## config.mk

```make
export PLATFORM = sky130hd
export DESIGN_NAME = stlb_ctrl
export DESIGN_NICKNAME = d
export VERILOG_FILES = /design/src/rtl/stlb_pkg.sv /design/src/rtl/stlb_rr_arb.sv /design/src/rtl/stlb_ctrl.sv
export SDC_FILE = /design/constraint.sdc
export NUM_CORES = 1
export LEC_CHECK = 0
export CAP_MARGIN = 10
export CORE_AREA = 2 2 228 230
export CTS_BUF_LIST = sky130_fd_sc_hd__clkbuf_4
export CTS_CLUSTER_SIZE = 20
export DETAILED_ROUTE_END_ITERATION = 8
export DIE_AREA = 0 0 230 232
export GPL_ROUTABILITY_DRIVEN = 1
export PLACE_DENSITY = 0.6
export SYNTH_ARGS = -nofsm -noshare
export SYNTH_HDL_FRONTEND = slang
export SYNTH_HIERARCHICAL = 1
export SYNTH_SLANG_ARGS = --single-unit
```

## constraint.sdc

```tcl
create_clock -name clk -period 6.9 [get_ports clk]
set_input_delay 1.38 -clock clk [delete_from_list [all_inputs] [get_ports clk]]
set_output_delay 1.38 -clock clk [all_outputs]
set_load 0.005 [all_outputs]
```

## src/rtl/stlb_pkg.sv

```systemverilog
// Shared types and defaults for the STLB request controller.
package stlb_pkg;

  localparam int DEF_SADDR = 64;
  localparam int DEF_SPAGE = 12;
  localparam int DEF_SPCID = 12;

  localparam logic PORT_I = 1'b0;
  localparam logic PORT_D = 1'b1;

  typedef enum logic [2:0] {
    ST_IDLE,
    ST_LOOKUP,
    ST_WAIT,
    ST_WALK,
    ST_INSERT,
    ST_RESP,
    ST_FLUSH
  } stlb_ctrl_state_t;

endpackage

```

## src/rtl/stlb_rr_arb.sv

```systemverilog
// Two-way round-robin arbiter: rr names the port favoured when both request.
module stlb_rr_arb
  import stlb_pkg::*;
(
  input  logic [1:0] valid,
  input  logic       rr,
  output logic [1:0] grant
);

  always_comb begin
    grant = valid;
    if (valid == 2'b11) begin
      grant = (rr == PORT_D) ? 2'b10 : 2'b01;
    end
  end

endmodule

```

## src/rtl/stlb_ctrl.sv

```systemverilog
// STLB request controller: arbitrates ITLB/DTLB misses, sequences lookup/walk/insert/response, serializes flushes.
// Define STLB_CTRL_PERF_EN to add saturating perf_hit/perf_miss counters.
module stlb_ctrl
  import stlb_pkg::*;
#(
  parameter int SADDR = DEF_SADDR,
  parameter int SPAGE = DEF_SPAGE,
  parameter int SPCID = DEF_SPCID
) (
  input  logic                 clk,
  input  logic                 rst,
  input  logic [1:0]           req_valid,
  output logic [1:0]           req_ready,
  input  logic [2*SADDR-1:0]   req_va,
  input  logic [2*SPCID-1:0]   req_pcid,
  output logic [1:0]           rsp_valid,
  output logic [SADDR-1:0]     rsp_pa,
  output logic                 rsp_fault,
  input  logic                 flush_req,
  output logic                 flush_done,
  output logic                 stlb_lookup,
  output logic [SADDR-1:0]     stlb_va,
  output logic [SPCID-1:0]     stlb_pcid,
  input  logic                 stlb_hit,
  input  logic                 stlb_miss,
  input  logic [SADDR-1:0]     stlb_ta,
  output logic                 stlb_insert,
  output logic [SADDR-1:0]     stlb_pa,
  output logic                 stlb_shutdown,
  output logic                 walk_valid,
  output logic [SADDR-1:0]     walk_va,
  output logic [SPCID-1:0]     walk_pcid,
  input  logic                 walk_done,
  input  logic [SADDR-1:0]     walk_pa,
`ifdef STLB_CTRL_PERF_EN
  output logic [31:0]          perf_hit,
  output logic [31:0]          perf_miss,
`endif
  input  logic                 walk_fault
);

  stlb_ctrl_state_t state;
  logic [1:0]       grant;
  logic             gidx;
  logic             owner;
  logic             rr;
  logic [SADDR-1:0] va;
  logic [SPCID-1:0] pcid;
  logic [SADDR-1:0] page_mask;
  logic [SADDR-1:0] ins_pa;

  function automatic logic [1:0] port_onehot(input logic p);
    return (p == PORT_D) ? 2'b10 : 2'b01;
  endfunction

  stlb_rr_arb u_arb (
    .valid (req_valid),
    .rr    (rr),
    .grant (grant)
  );

  assign gidx      = grant[1];
  assign req_ready = (state == ST_IDLE && !flush_req) ? grant : 2'b00;

  // Physical page from the walker, page offset from the original VA.
  assign page_mask = {{(SADDR-SPAGE){1'b0}}, {SPAGE{1'b1}}};
  assign ins_pa    = (walk_pa & ~page_mask) | (va & page_mask);

  assign stlb_va   = va;
  assign stlb_pcid = pcid;
  assign walk_va   = va;
  assign walk_pcid = pcid;

  always_ff @(posedge clk or posedge rst) begin
    if (rst) begin
      state         <= ST_IDLE;
      rr            <= PORT_I;
      owner         <= PORT_I;
      va            <= '0;
      pcid          <= '0;
      rsp_valid     <= 2'b00;
      rsp_pa        <= '0;
      rsp_fault     <= 1'b0;
      flush_done    <= 1'b0;
      stlb_lookup   <= 1'b0;
      stlb_insert   <= 1'b0;
      stlb_pa       <= '0;
      stlb_shutdown <= 1'b0;
      walk_valid    <= 1'b0;
    end else begin
      case (state)
        ST_IDLE: begin
          if (flush_req) begin
            stlb_shutdown <= 1'b1;
            flush_done    <= 1'b1;
            state         <= ST_FLUSH;
          end else if (|grant) begin
            owner       <= gidx;
            va          <= gidx ? req_va[2*SADDR-1:SADDR] : req_va[SADDR-1:0];
            pcid        <= gidx ? req_pcid[2*SPCID-1:SPCID] : req_pcid[SPCID-1:0];
            stlb_lookup <= 1'b1;
            state       <= ST_LOOKUP;
          end
        end
        ST_LOOKUP: begin
          stlb_lookup <= 1'b0;
          state       <= ST_WAIT;
        end
        ST_WAIT: begin
          if (stlb_hit) begin
            rsp_pa    <= stlb_ta;
            rsp_fault <= 1'b0;
            rsp_valid <= port_onehot(owner);
            state     <= ST_RESP;
          end else if (stlb_miss) begin
            walk_valid <= 1'b1;
            state      <= ST_WALK;
          end
        end
        ST_WALK: begin
          if (walk_done) begin
            walk_valid <= 1'b0;
            if (walk_fault) begin
              rsp_fault <= 1'b1;
              rsp_pa    <= '0;
              rsp_valid <= port_onehot(owner);
              state     <= ST_RESP;
            end else begin
              stlb_insert <= 1'b1;
              stlb_pa     <= ins_pa;
              state       <= ST_INSERT;
            end
          end
        end
        ST_INSERT: begin
          stlb_insert <= 1'b0;
          rsp_pa      <= stlb_pa;
          rsp_fault   <= 1'b0;
          rsp_valid   <= port_onehot(owner);
          state       <= ST_RESP;
        end
        ST_RESP: begin
          rsp_valid <= 2'b00;
          rr        <= ~owner;
          state     <= ST_IDLE;
        end
        ST_FLUSH: begin
          stlb_shutdown <= 1'b0;
          flush_done    <= 1'b0;
          state         <= ST_IDLE;
        end
        default: state <= ST_IDLE;
      endcase
    end
  end

`ifdef STLB_CTRL_PERF_EN
  logic hit_ev;
  logic miss_ev;

  function automatic logic [31:0] sat_inc(input logic [31:0] v);
    return (v == 32'hFFFF_FFFF) ? v : v + 32'd1;
  endfunction

  assign hit_ev  = (state == ST_WAIT) && stlb_hit;
  assign miss_ev = (state == ST_WAIT) && !stlb_hit && stlb_miss;

  always_ff @(posedge clk or posedge rst) begin
    if (rst) begin
      perf_hit  <= '0;
      perf_miss <= '0;
    end else if (state == ST_FLUSH) begin
      perf_hit  <= '0;
      perf_miss <= '0;
    end else begin
      if (hit_ev)  perf_hit  <= sat_inc(perf_hit);
      if (miss_ev) perf_miss <= sat_inc(perf_miss);
    end
  end
`endif

endmodule

```

Word-level counts from Yosys, hierarchy flattened
Cells that the tools add are included.
W data, S select, Z words.
{ "totals": {"ff_bits": 216, "inputBits": 289, "out_inout_bits": 290, "elab_cells": 91} }
{ "op_classes": {"n_eq_ne": 18, "muxes": 37, "bitwise": 4, "n_reduce_logical": 19} }
{ "ops": {"columns": ["operator", "n"], "rows": [
  ["$mux W64", 4],
  ["$pmux W64 S3", 1],
  ["$or A64 B12 Y64", 1],
  ["$ne A2 B2 Y1 const B", 8],
  ["$mux W3", 5],
  ["$pmux W3 S5", 1],
  ["$reduce_and A3 Y1", 5],
  ["$mux W2", 7],
  ["$mux W1", 12],
  ["$mux W12", 1],
  ["$reduce_and A4 Y1", 3],
  ["$eq A3 B3 Y1 const B", 3],
  ["$pmux W1 S2", 4],
  ["$pmux W2 S4", 1],
  ["$reduce_bool A2 Y1", 4],
  ["$eq A3 B2 Y1 const B", 2],
  ["$reduce_bool A4 Y1", 1],
  ["$eq A3 B1 Y1 const B", 1],
  ["$logic_not A3 Y1", 1],
  ["$ne A3 B2 Y1 const B", 1],
  ["$ne A3 B3 Y1 const B", 1],
  ["$not A1 Y1", 3],
  ["$pmux W1 S3", 1],
  ["$reduce_bool A3 Y1", 1],
  ["other kinds (6)", 6]
]} }

Longest topological paths before layout
Gate-level depths: netlist of run 1.
{ "logic_depth": {"ltp_word": 6, "ltp_mapped": 9, "depth_no_buf": 5} }

Modules after synthesis
The synthesis of run 1 kept the hierarchy.
{ "by_module_without_submodules": {"columns": ["module", "instances", "cells_per_inst", "area_per_inst_um2", "seq_area_each_um2"], "rows": [
  ["stlb_ctrl", 1, 911, 11273.3, 5405.2],
  ["stlb_rr_arb", 1, 3, 18.8, 0.0]
]} }

Least setup slack after synthesis of run 1
No wires, ideal clock.
{ "synth_path": {"path_type": "input-to-output", "from": "input port req_valid[1]", "to": "output port req_ready[1]", "arrival_time_ns": 2.447, "required_time_ns": 5.520, "setup_slack_ns": 3.073, "stages": 5, "n_path_buf": 3, "path_cell_list": "a21boi_1 clkbuf_1 buf_2 buf_1 and2_1"} }
{ "synth_via": {"elab_chain_cells": 3} }
{ "synth_rtl": {"columns": ["element", "line_no", "source"], "rows": [
  ["from (decl)", "stlb_ctrl.sv:12", "input logic [1:0] req_valid,"],
  ["$eq A2 B2 Y1", "stlb_rr_arb.sv:12", "if (valid == 2'b11) begin"],
  ["$mux W2 (*)", "stlb_rr_arb.sv:12", null],
  ["$mux W2 (*)", "stlb_ctrl.sv:63", "assign req_ready = (state == ST_IDLE && !flush_req) ? grant : 2'b00;"],
  ["to (decl)", "stlb_ctrl.sv:13", "output logic [1:0] req_ready,"]
]} }
Mark *: on every way between the ends. The rest lies on a longest branch, timed or not.

Final worst setup path of run 1
{ "layout_path": {"from": "input port req_valid[1]", "to": "output port req_ready[1]"} }
{ "layout_via": {"elab_chain_cells": 3} }
{ "layout_rtl": {"columns": ["element", "line_no", "source"], "rows": [
  ["$eq A2 B2 Y1", "stlb_rr_arb.sv:12", null],
  ["$mux W2 (*)", "stlb_rr_arb.sv:12", null],
  ["via grant[1]", "stlb_ctrl.sv:43", "logic [1:0] grant;"],
  ["$mux W2 (*)", "stlb_ctrl.sv:63", null]
]} }
Mark *: on every way through the listed nets, which the timed path passes. The rest lies on a longest branch.

==> results of run 1 <==
==> worst paths after layout <==
| path | to | slack [ns] | cells after the start |
|---|---|---|---|
| max reg2reg | rsp_pa[24] | 3.54 | 5 |
| min reg2reg | stlb_insert | 0.49 | 1 |
| min in group asynchronous | stlb_va[59] | 1.15 | 3 |
| max in group asynchronous | state[0] | 4.49 | 4 |
| max | req_ready[1] | 2.45 | 4 |
| min | stlb_insert | 0.49 | 1 |
==> state kept, by name, indices dropped and copies added, names as in the netlist <==
name,flops
state,3
stlb_pcid,12
rsp_pa,64
walk_valid,1
stlb_pa,64
rsp_fault,1
stlb_insert,1
rsp_valid,2
owner,1
stlb_va,64
rr,1
stlb_lookup,1
stlb_shutdown,1
==> cell usage in the layout (no fill, tap or decap), types with 3 or more instances in the layout <==
cell,n
o31ai_2,30
nand2_1,3
o31ai_1,34
o2111ai_1,64
o21ai_0,6
a21boi_0,66
clkinv_1,8
dfrtp_1,215
nor2_1,4
inv_2,4
o22ai_1,66
mux2_1,78
mux2_2,138
inv_1,5
clkdlybuf4s50_1,566
diode_2,4
buf_4,12
clkbuf_4,90
==> worst reg2reg max path, cell delays in order (launching register included) <==
cell and delay (ns):
dfrtp_2 0.36, buf_4 0.71, or3b_4 0.69, o211a_4 0.58, buf_4 0.65, o31ai_1 0.23
==> layout make-up <==
cell class | count | area, sq um | area share [%]
repair buffers | 580 | 5800 | 32.6
flip-flops and latches | 216 | 5410 | 30.4
multi-input cells | 521 | 4920 | 27.6
well taps | 680 | 851 | 4.78
clock buffers | 90 | 676 | 3.80
clock inverters | 14 | 105 | 0.591
inverters | 6 | 26.3 | 0.148
diodes | 4 | 10.0 | 0.0563
==> cells by family after synthesis <==
family	Yosys count	synth area share [%]
multiplexers	216	21.5
AO/OA/AOI/OAI	281	19.9
flip-flops	216	47.9
buffers and inverters	177	9.32
AND/OR/NAND/NOR	24	1.37
==> where the power goes <==
| group | internal [mW] | leakage, nW | total (mW) | switching, mW |
|---|---|---|---|---|
| clock network | 0.669 | 0.472 | 1.26 | 0.588 |
| logic | 2.27 | 3.78 | 3.81 | 1.54 |
| registers | 1.88 | 2.66 | 2.41 | 0.531 |
==> layer usage <==
metal  vias up  part of all wire [%]  global-route usage (%)
met5         -                     0                       0
met4         0                   1.8                    4.74
met3        53                   7.1                    5.38
met2       382                    49                    26.2
met1      4876                    42                    19.0
li1       4402                     -                       -
==> synthesized netlist by cell type, types with 2 or more instances <==
library cell | n | area (sq um)
dfrtp_1 | 216 | 5410
mux2_2 | 138 | 1550
buf_4 | 82 | 616
mux2_1 | 78 | 878
a21boi_0 | 66 | 495
o22ai_1 | 66 | 413
o2111ai_1 | 64 | 561
clkbuf_1 | 60 | 225
o31ai_1 | 34 | 255
o31ai_2 | 30 | 375
buf_2 | 16 | 80.1
buf_6 | 8 | 90.1
inv_1 | 6 | 22.5
o21ai_0 | 6 | 30.0
buf_1 | 5 | 18.8
nor2_1 | 4 | 15.0
nor2b_1 | 4 | 25.0
nand2_1 | 3 | 11.3
nand2b_1 | 3 | 18.8
a211oi_1 | 2 | 15.0
a21boi_1 | 2 | 15.0
a21oi_1 | 2 | 10.0
and2_1 | 2 | 12.5
==> impl_metrics.py, run 1 <==
metrics = {
    "worst_setup_path": {
        "worst-path-buf-inv": 2,
        "arrival_ns": 3.07,
        "cpMaxStageDelayCell": "clkdlybuf4s50_1",
        "crit_top_cell": "clkdlybuf4s50_1",
        "crit_type": "input port to primary output",
        "crit_chain": "clkdlybuf4s50_1 -> a21boi_4 -> and2_1 -> clkdlybuf4s50_1",
        "r2r-start": "state[0]",
        "path_delay_family": "buffers and inverters",
        "worstPathRequired_ns": 5.52,
        "worstSetupEndpointType": "primary output",
        "cp-startpoint": "req_valid[1]",
        "path_max_fanout": 14,
        "critical-path-max-stage-delay_ns": 0.55,
        "start_kind": "input port",
    },
    "synth": {
        "synth_warnings": 6,
        "syn_area_sq_um": 11300,
        "synth_edf_count": 0,
        "syn_nets": 1203,
        "syn-instance-count": 914,
        "yosysSeqAreaShare_pct": 47.9,
        "synthArstFlopShare_pct": 100,
        "synth.distinct_cells": 40,
        "synth.ff_latch_count": 216,
        "syn_area_per_cell_sq_um": 12.4,
        "synth_ff_type": "dfrtp_1",
    },
    "clock_tree": {
        "cts_setup_buffers": 0,
        "postCtsHoldBufs": 0,
        "cts-resized-gates": 0,
        "cts_tree": "built",
        "path_clk_slew_ns": 0.05,
        "clock-sinks": 216,
        "htree_levels": 3,
        "clock_latency_ns": 0.77,
        "numCtsBuffers": 67,
        "cts-root-buf": "clkbuf_4",
        "clockBufferDepth": 3,
    },
    "layout": {
        "drive_gt1_share_pct": 20.3,
        "area_delta_synth_final_pct": 57.5,
        "layout.nets": 1681,
        "fin_cells": 2111,
        "final_core_util_pct": 35.0,
        "fill_cells": 5161,
        "design_area_sq_um": 17800,
    },
    "timing": {
        "slew_headroom_pct": 36.8,
        "fin_skew_ns": 0.0391,
        "hold_violations": 0,
        "setup_violations": 0,
        "min_period_over_period_pct": 64.5,
        "setup_slack_ns": 2.45,
        "period_needed_ns": 4.45,
        "tns_ns": 0,
        "grt_setup_unrepaired": "no",
        "drv_slew": 0,
        "max_freq_mhz": 225,
        "tightestPinTransition_ns": 0.948,
        "hold_slack_ns": 0.492,
    },
    "pwr": {
        "vdd_drop_max_uv": 195,
        "power.density_nw_per_um2": 420,
        "total_power_mw": 7.47,
        "p_leak_nw": 6.91,
    },
    "routing": {
        "drt.antenna.violating_nets": 0,
        "vias": 9713,
        "drc": 0,
        "drt_iter0_markers": 439,
        "drt-total-wl_um": 42900,
        "drtPass1Iterations": 4,
        "routedWlPerCell_um": 20.3,
        "via_per_inst": 4.60,
    },
    "global_routing": {
        "grt_pass1_wl_um": 64000,
        "grt_remaining_overflow": 0,
        "antenna_found_initial": 3,
        "grt_max_degree": 120,
        "grtUsageTotal_pct": 15.7,
        "grt_pass1_vias": 10178,
    },
    "placement": {
        "gp_congestion": 0.835,
        "placed_cells": 2003,
        "place_hpwl_um": 30100,
        "placed_cell_area_sq_um": 17000,
        "port-buffer-count": 566,
        "pre_cts_ws_ns": 2.42,
    },
    "floorplanning": {
        "die_h_um": 232,
        "die_width_um": 230,
        "core_sq_um": 50900,
        "start_util_pct": 22.2,
        "dieArea_sq_um": 53400,
        "ios": 579,
        "num_rows": 83,
    },
    "run": {
        "max_cap_violations": 0,
    },
    "min_path": {
        "hp-start": "stlb_insert",
        "hold_class": "register to register",
    },
    "outcome": {
        "status": "finished, final reports clean",
    },
}
No activity file was read; power rests on OpenSTA's default activity.
==> run 2: changes to the inputs <==
PLACE_DENSITY = 0.58   (was 0.6)
clock period = 4.4 ns   (was 6.9 ns; I/O delays follow)
==> run 2 against run 1 <==
Against the previous run: clock skew is 0.011 ns higher; final cell count rose by 0.76%; flip-flop and latch count unchanged; critical endpoint unchanged; non-clock buffer count is 6 higher; die area unchanged; power increased by 60%; routed wire length rose by 1.2%.
==> impl_metrics.py, run 2 (synthesis results as in run 1) <==
metrics = {
    "outcome": {
        "status": "finished, final reports clean",
    },
    "clock_tree": {
        "path_clk_slew_ns": 0.06,
        "postCtsHoldBufs": 0,
        "clock-sinks": 216,
        "clock_latency_ns": 0.76,
        "cts_setup_buffers": 0,
        "clockBufferDepth": 3,
        "htree_levels": 3,
        "numCtsBuffers": 67,
        "cts-root-buf": "clkbuf_4",
        "cts-resized-gates": 0,
        "cts_tree": "built",
    },
    "global_routing": {
        "grt_pass1_vias": 10332,
        "antenna_found_initial": 3,
        "grt_remaining_overflow": 0,
        "grtUsageTotal_pct": 15.9,
        "grt_max_degree": 89,
        "grt_pass1_wl_um": 64900,
    },
    "pwr": {
        "vdd_drop_max_uv": 267,
        "p_leak_nw": 7.01,
        "power.density_nw_per_um2": 663,
    },
    "timing": {
        "drv_slew": 0,
        "hold_slack_ns": 0.492,
        "period_needed_ns": 3.56,
        "setup_violations": 0,
        "fin_skew_ns": 0.0496,
        "tightestPinTransition_ns": 0.920,
        "hold_violations": 0,
        "max_freq_mhz": 281,
        "setup_slack_ns": 0.840,
        "slew_headroom_pct": 38.7,
        "min_period_over_period_pct": 80.9,
        "tns_ns": 0,
        "grt_setup_unrepaired": "no",
    },
    "placement": {
        "place_hpwl_um": 31000,
        "port-buffer-count": 566,
        "pre_cts_ws_ns": 1.05,
        "gp_congestion": 0.796,
    },
    "routing": {
        "drt-total-wl_um": 43400,
        "drtPass1Iterations": 4,
        "drc": 0,
        "vias": 9773,
        "via_per_inst": 4.59,
        "drt_iter0_markers": 389,
        "drt.antenna.violating_nets": 0,
        "routedWlPerCell_um": 20.4,
    },
    "floorplanning": {
        "start_util_pct": 22.2,
        "core_sq_um": 50900,
        "num_rows": 83,
        "die_width_um": 230,
        "ios": 579,
        "die_h_um": 232,
        "dieArea_sq_um": 53400,
    },
    "worst_setup_path": {
        "arrival_ns": 2.68,
        "start_kind": "register",
        "rrSetupSlack_ns": 1.39,
        "reg2reg_depth": 4,
        "r2r-end": "stlb_pa[56]",
        "r2r-start": "state[0]",
        "crit_type": "register to primary output",
        "path_max_fanout": 28,
        "worstSetupEndpointType": "primary output",
        "worstPathRequired_ns": 3.52,
    },
    "layout": {
        "final_common_cell": "clkdlybuf4s50_1",
        "layout.nets": 1687,
        "area_delta_synth_final_pct": 59.3,
        "drive_gt1_share_pct": 21.0,
        "final_cell_mix": "clkdlybuf4s50_1 (566), dfrtp_1 (215), mux2_2 (138)",
    },
    "min_path": {
        "whs_path_depth": 1,
        "hold_class": "register to register",
        "min_to": "rr",
        "hp-start": "owner",
    },
    "run": {
        "max_cap_violations": 0,
    },
}
-- run 2: worst max-delay path, stage by stage, from the launching register on --
cell             delay (ns)
dfrtp_2                0.65
nor4_2                 0.50
and2_1                 0.21
clkdlybuf4s50_1        0.56
-- run 2: report_power, final --
part | leakage (nW) | internal, mW | switching [mW]
sequential | 2.66 | 2.95 | 0.896
combinational | 3.84 | 3.59 | 2.38
clock | 0.516 | 1.19 | 0.926
-- run 2: per-stage QoR --
step / std cells / util (%) / area, sq um / power, mW
finish: 2127 / 35.4 / 18000 / 11.9
global route: 2124 / 35.3 / 18000 / 12.7
CTS: 2121 / 35.3 / 18000 / 12.2
detailed placement: 2009 / 33.6 / 17100 / 9.93
global placement: 2009 / 33.6 / 17100 / 9.85
floorplan: 914 / - / 11300 / 6.59
-- run 2: how the worst max path moves through the flow --
| stage | from | end | slack, ns | cells past startpoint |
|---|---|---|---|---|
| after global routing | state[0] | req_ready[1] | 0.58 | 3 |
| after CTS | state[0] | req_ready[1] | 0.71 | 3 |
| after global placement | req_valid[1] | req_ready[1] | 1.04 | 4 |
| after detailed placement | req_valid[1] | req_ready[1] | 1.05 | 4 |
| final | state[0] | req_ready[1] | 0.84 | 3 |
| after floorplan | rst | owner | 0.71 | 1 |
-- run 2: area by class of cell --
cell class / count / area, sq um
inverters: 6 / 26.3
flip-flops and latches: 216 / 5410
multi-input cells: 521 / 4920
clock inverters: 13 / 128
fillers: 5097 / 32900
clock buffers: 99 / 743
well taps: 680 / 851
repair buffers: 586 / 5900
diodes: 6 / 15.0
-- run 2: metal layers --
layer	vias up	GRT usage, %	routed length (um)
met5	-	0	13
met4	2	5.06	975
met3	63	5.96	3330
met2	379	27.0	21700
met1	4886	18.5	17400
li1	4443	-	-
==> run 3: changes to the inputs <==
clock period = 3.35 ns   (was 4.4 ns; I/O delays follow)
==> run 3 against run 2 <==
Against the previous run: final area up 0.60%; routed wire length is 0.84% lower; global-route usage fell by 0.21 points; clock power is 29% higher; worst setup slack worse by 0.57 ns; final cell count grew 0.38%; via count grew 0.40%; sequential power increased by 29%; clock skew shrank 0.0012 ns; critical path type unchanged; largest power group unchanged.
==> impl_metrics.py, run 3 (synthesis results as in run 1) <==
metrics = {
    "routing": {
        "vias": 9812,
        "drt_iter0_markers": 355,
        "routedWlPerCell_um": 20.2,
        "via_per_inst": 4.60,
        "drt-total-wl_um": 43000,
        "drc": 0,
        "drtPass1Iterations": 5,
        "drt.antenna.violating_nets": 0,
    },
    "timing": {
        "slew_headroom_pct": 39.2,
        "hold_violations": 0,
        "setup_violations": 0,
        "hold_slack_ns": 0.286,
        "tightestPinTransition_ns": 0.911,
        "max_freq_mhz": 325,
        "min_period_over_period_pct": 91.8,
        "grt_setup_unrepaired": "no",
        "fin_skew_ns": 0.0484,
        "period_needed_ns": 3.08,
        "drv_slew": 0,
    },
    "global_routing": {
        "grt_pass1_vias": 10281,
        "antenna_found_initial": 2,
        "grtUsageTotal_pct": 15.7,
        "grt_pass1_wl_um": 63900,
        "grt_max_degree": 132,
        "grt_remaining_overflow": 0,
    },
    "clock_tree": {
        "numCtsBuffers": 67,
        "cts-root-buf": "clkbuf_4",
        "htree_levels": 3,
        "path_clk_slew_ns": 0.07,
        "clock-sinks": 216,
        "postCtsHoldBufs": 0,
        "clockBufferDepth": 3,
        "clock_latency_ns": 0.77,
        "cts_tree": "built",
    },
    "placement": {
        "gp_congestion": 0.824,
        "placed_cell_area_sq_um": 17200,
        "place_hpwl_um": 30000,
        "port-buffer-count": 566,
        "placed_cells": 2019,
    },
    "floorplanning": {
        "die_width_um": 230,
        "die_h_um": 232,
        "num_rows": 83,
        "ios": 579,
        "start_util_pct": 22.2,
        "dieArea_sq_um": 53400,
        "core_sq_um": 50900,
    },
    "worst_setup_path": {
        "path_max_fanout": 15,
        "worstPathRequired_ns": 2.68,
        "start_kind": "register",
        "arrival_ns": 2.41,
        "rrSetupSlack_ns": 1.16,
        "crit_type": "register to primary output",
        "worstSetupEndpointType": "primary output",
    },
    "layout": {
        "design_area_sq_um": 18100,
        "layout.nets": 1697,
        "fin_cells": 2135,
        "final_core_util_pct": 35.6,
        "final_common_cell": "clkdlybuf4s50_1",
        "drive_gt1_share_pct": 21.1,
        "area_delta_synth_final_pct": 60.3,
        "fill_cells": 5124,
        "final_cell_mix": "clkdlybuf4s50_1 (566), dfrtp_1 (215), mux2_2 (138)",
    },
    "pwr": {
        "total_power_mw": 15.7,
        "p_sw_mw": 5.53,
        "p_leak_nw": 7.07,
        "p_sw_share_pct": 35.3,
        "intPower_mw": 10.1,
        "power_frac_comb_pct": 50.8,
        "pwr-share-seq_pct": 31.7,
        "p_clk_share_pct": 17.4,
        "vdd_drop_max_uv": 501,
        "power.density_nw_per_um2": 866,
    },
    "outcome": {
        "status": "finished, final reports clean",
    },
    "min_path": {
        "hold_class": "input port to async pin",
    },
    "run": {
        "max_cap_violations": 0,
    },
}
[run 3: power by group through the flow]
stage               Combinational (mW)  Clock, mW  Sequential [mW]
floorplan                         3.89          0             4.77
global placement                  8.02          0             4.98
detailed placement                8.06          0             5.03
CTS                               8.10       2.89             5.00
global route                      8.55       3.04             5.15
finish                            7.97       2.73             4.97
[run 3: timing repair]
item	CTS	global route
gates resized for setup	0	1
setup endpoints to repair	0	1
buffers inserted	0	0
[run 3: per-layer routing]
metal / wire length (um) / part of all wire, % / up-vias / track usage [%]
met5: 0 / 0 / - / 0
met1: 17500 / 41 / 4909 / 18.6
met2: 21000 / 49 / 400 / 25.8
met3: 3320 / 7.7 / 66 / 5.00
li1: - / - / 4437 / -
met4: 1290 / 3.0 / 0 / 7.06
[run 3: final timing paths]
path                       startpoint            to  cells past startpoint
setup / recovery             state[2]  req_ready[1]                      3
hold / removal                    rst   stlb_pa[19]                      2
setup reg to reg             state[0]    rsp_pa[24]                      5
hold reg to reg             rsp_fault     rsp_fault                      1
max in group asynchronous         rst   stlb_pa[48]                      3
min in group clk            rsp_fault     rsp_fault                      1
[run 3: final cells by class]
type / count / area [sq um] / area share [%]
inverters: 6 / 26.3 / 0.145
diodes: 1 / 2.50 / 0.0138
clock buffers: 92 / 691 / 3.82
repair buffers: 596 / 6030 / 33.3
well taps: 680 / 851 / 4.70
clock inverters: 23 / 166 / 0.920
flip-flops and latches: 216 / 5410 / 29.9
multi-input cells: 521 / 4920 / 27.2
[run 3: metrics by stage]
stage               worst slack, ns  setup TNS, ns
floorplan                    -0.132         -28.54
global placement              0.402              0
detailed placement            0.400              0
CTS                          0.0234              0
global route                 0.0694              0
finish                        0.274              0
[run 3: worst max-delay path: stages (launching register included)]
cell,delay [ns]
dfrtp_1,0.56
nor4_4,0.35
and2_1,0.21
clkdlybuf4s50_1,0.56
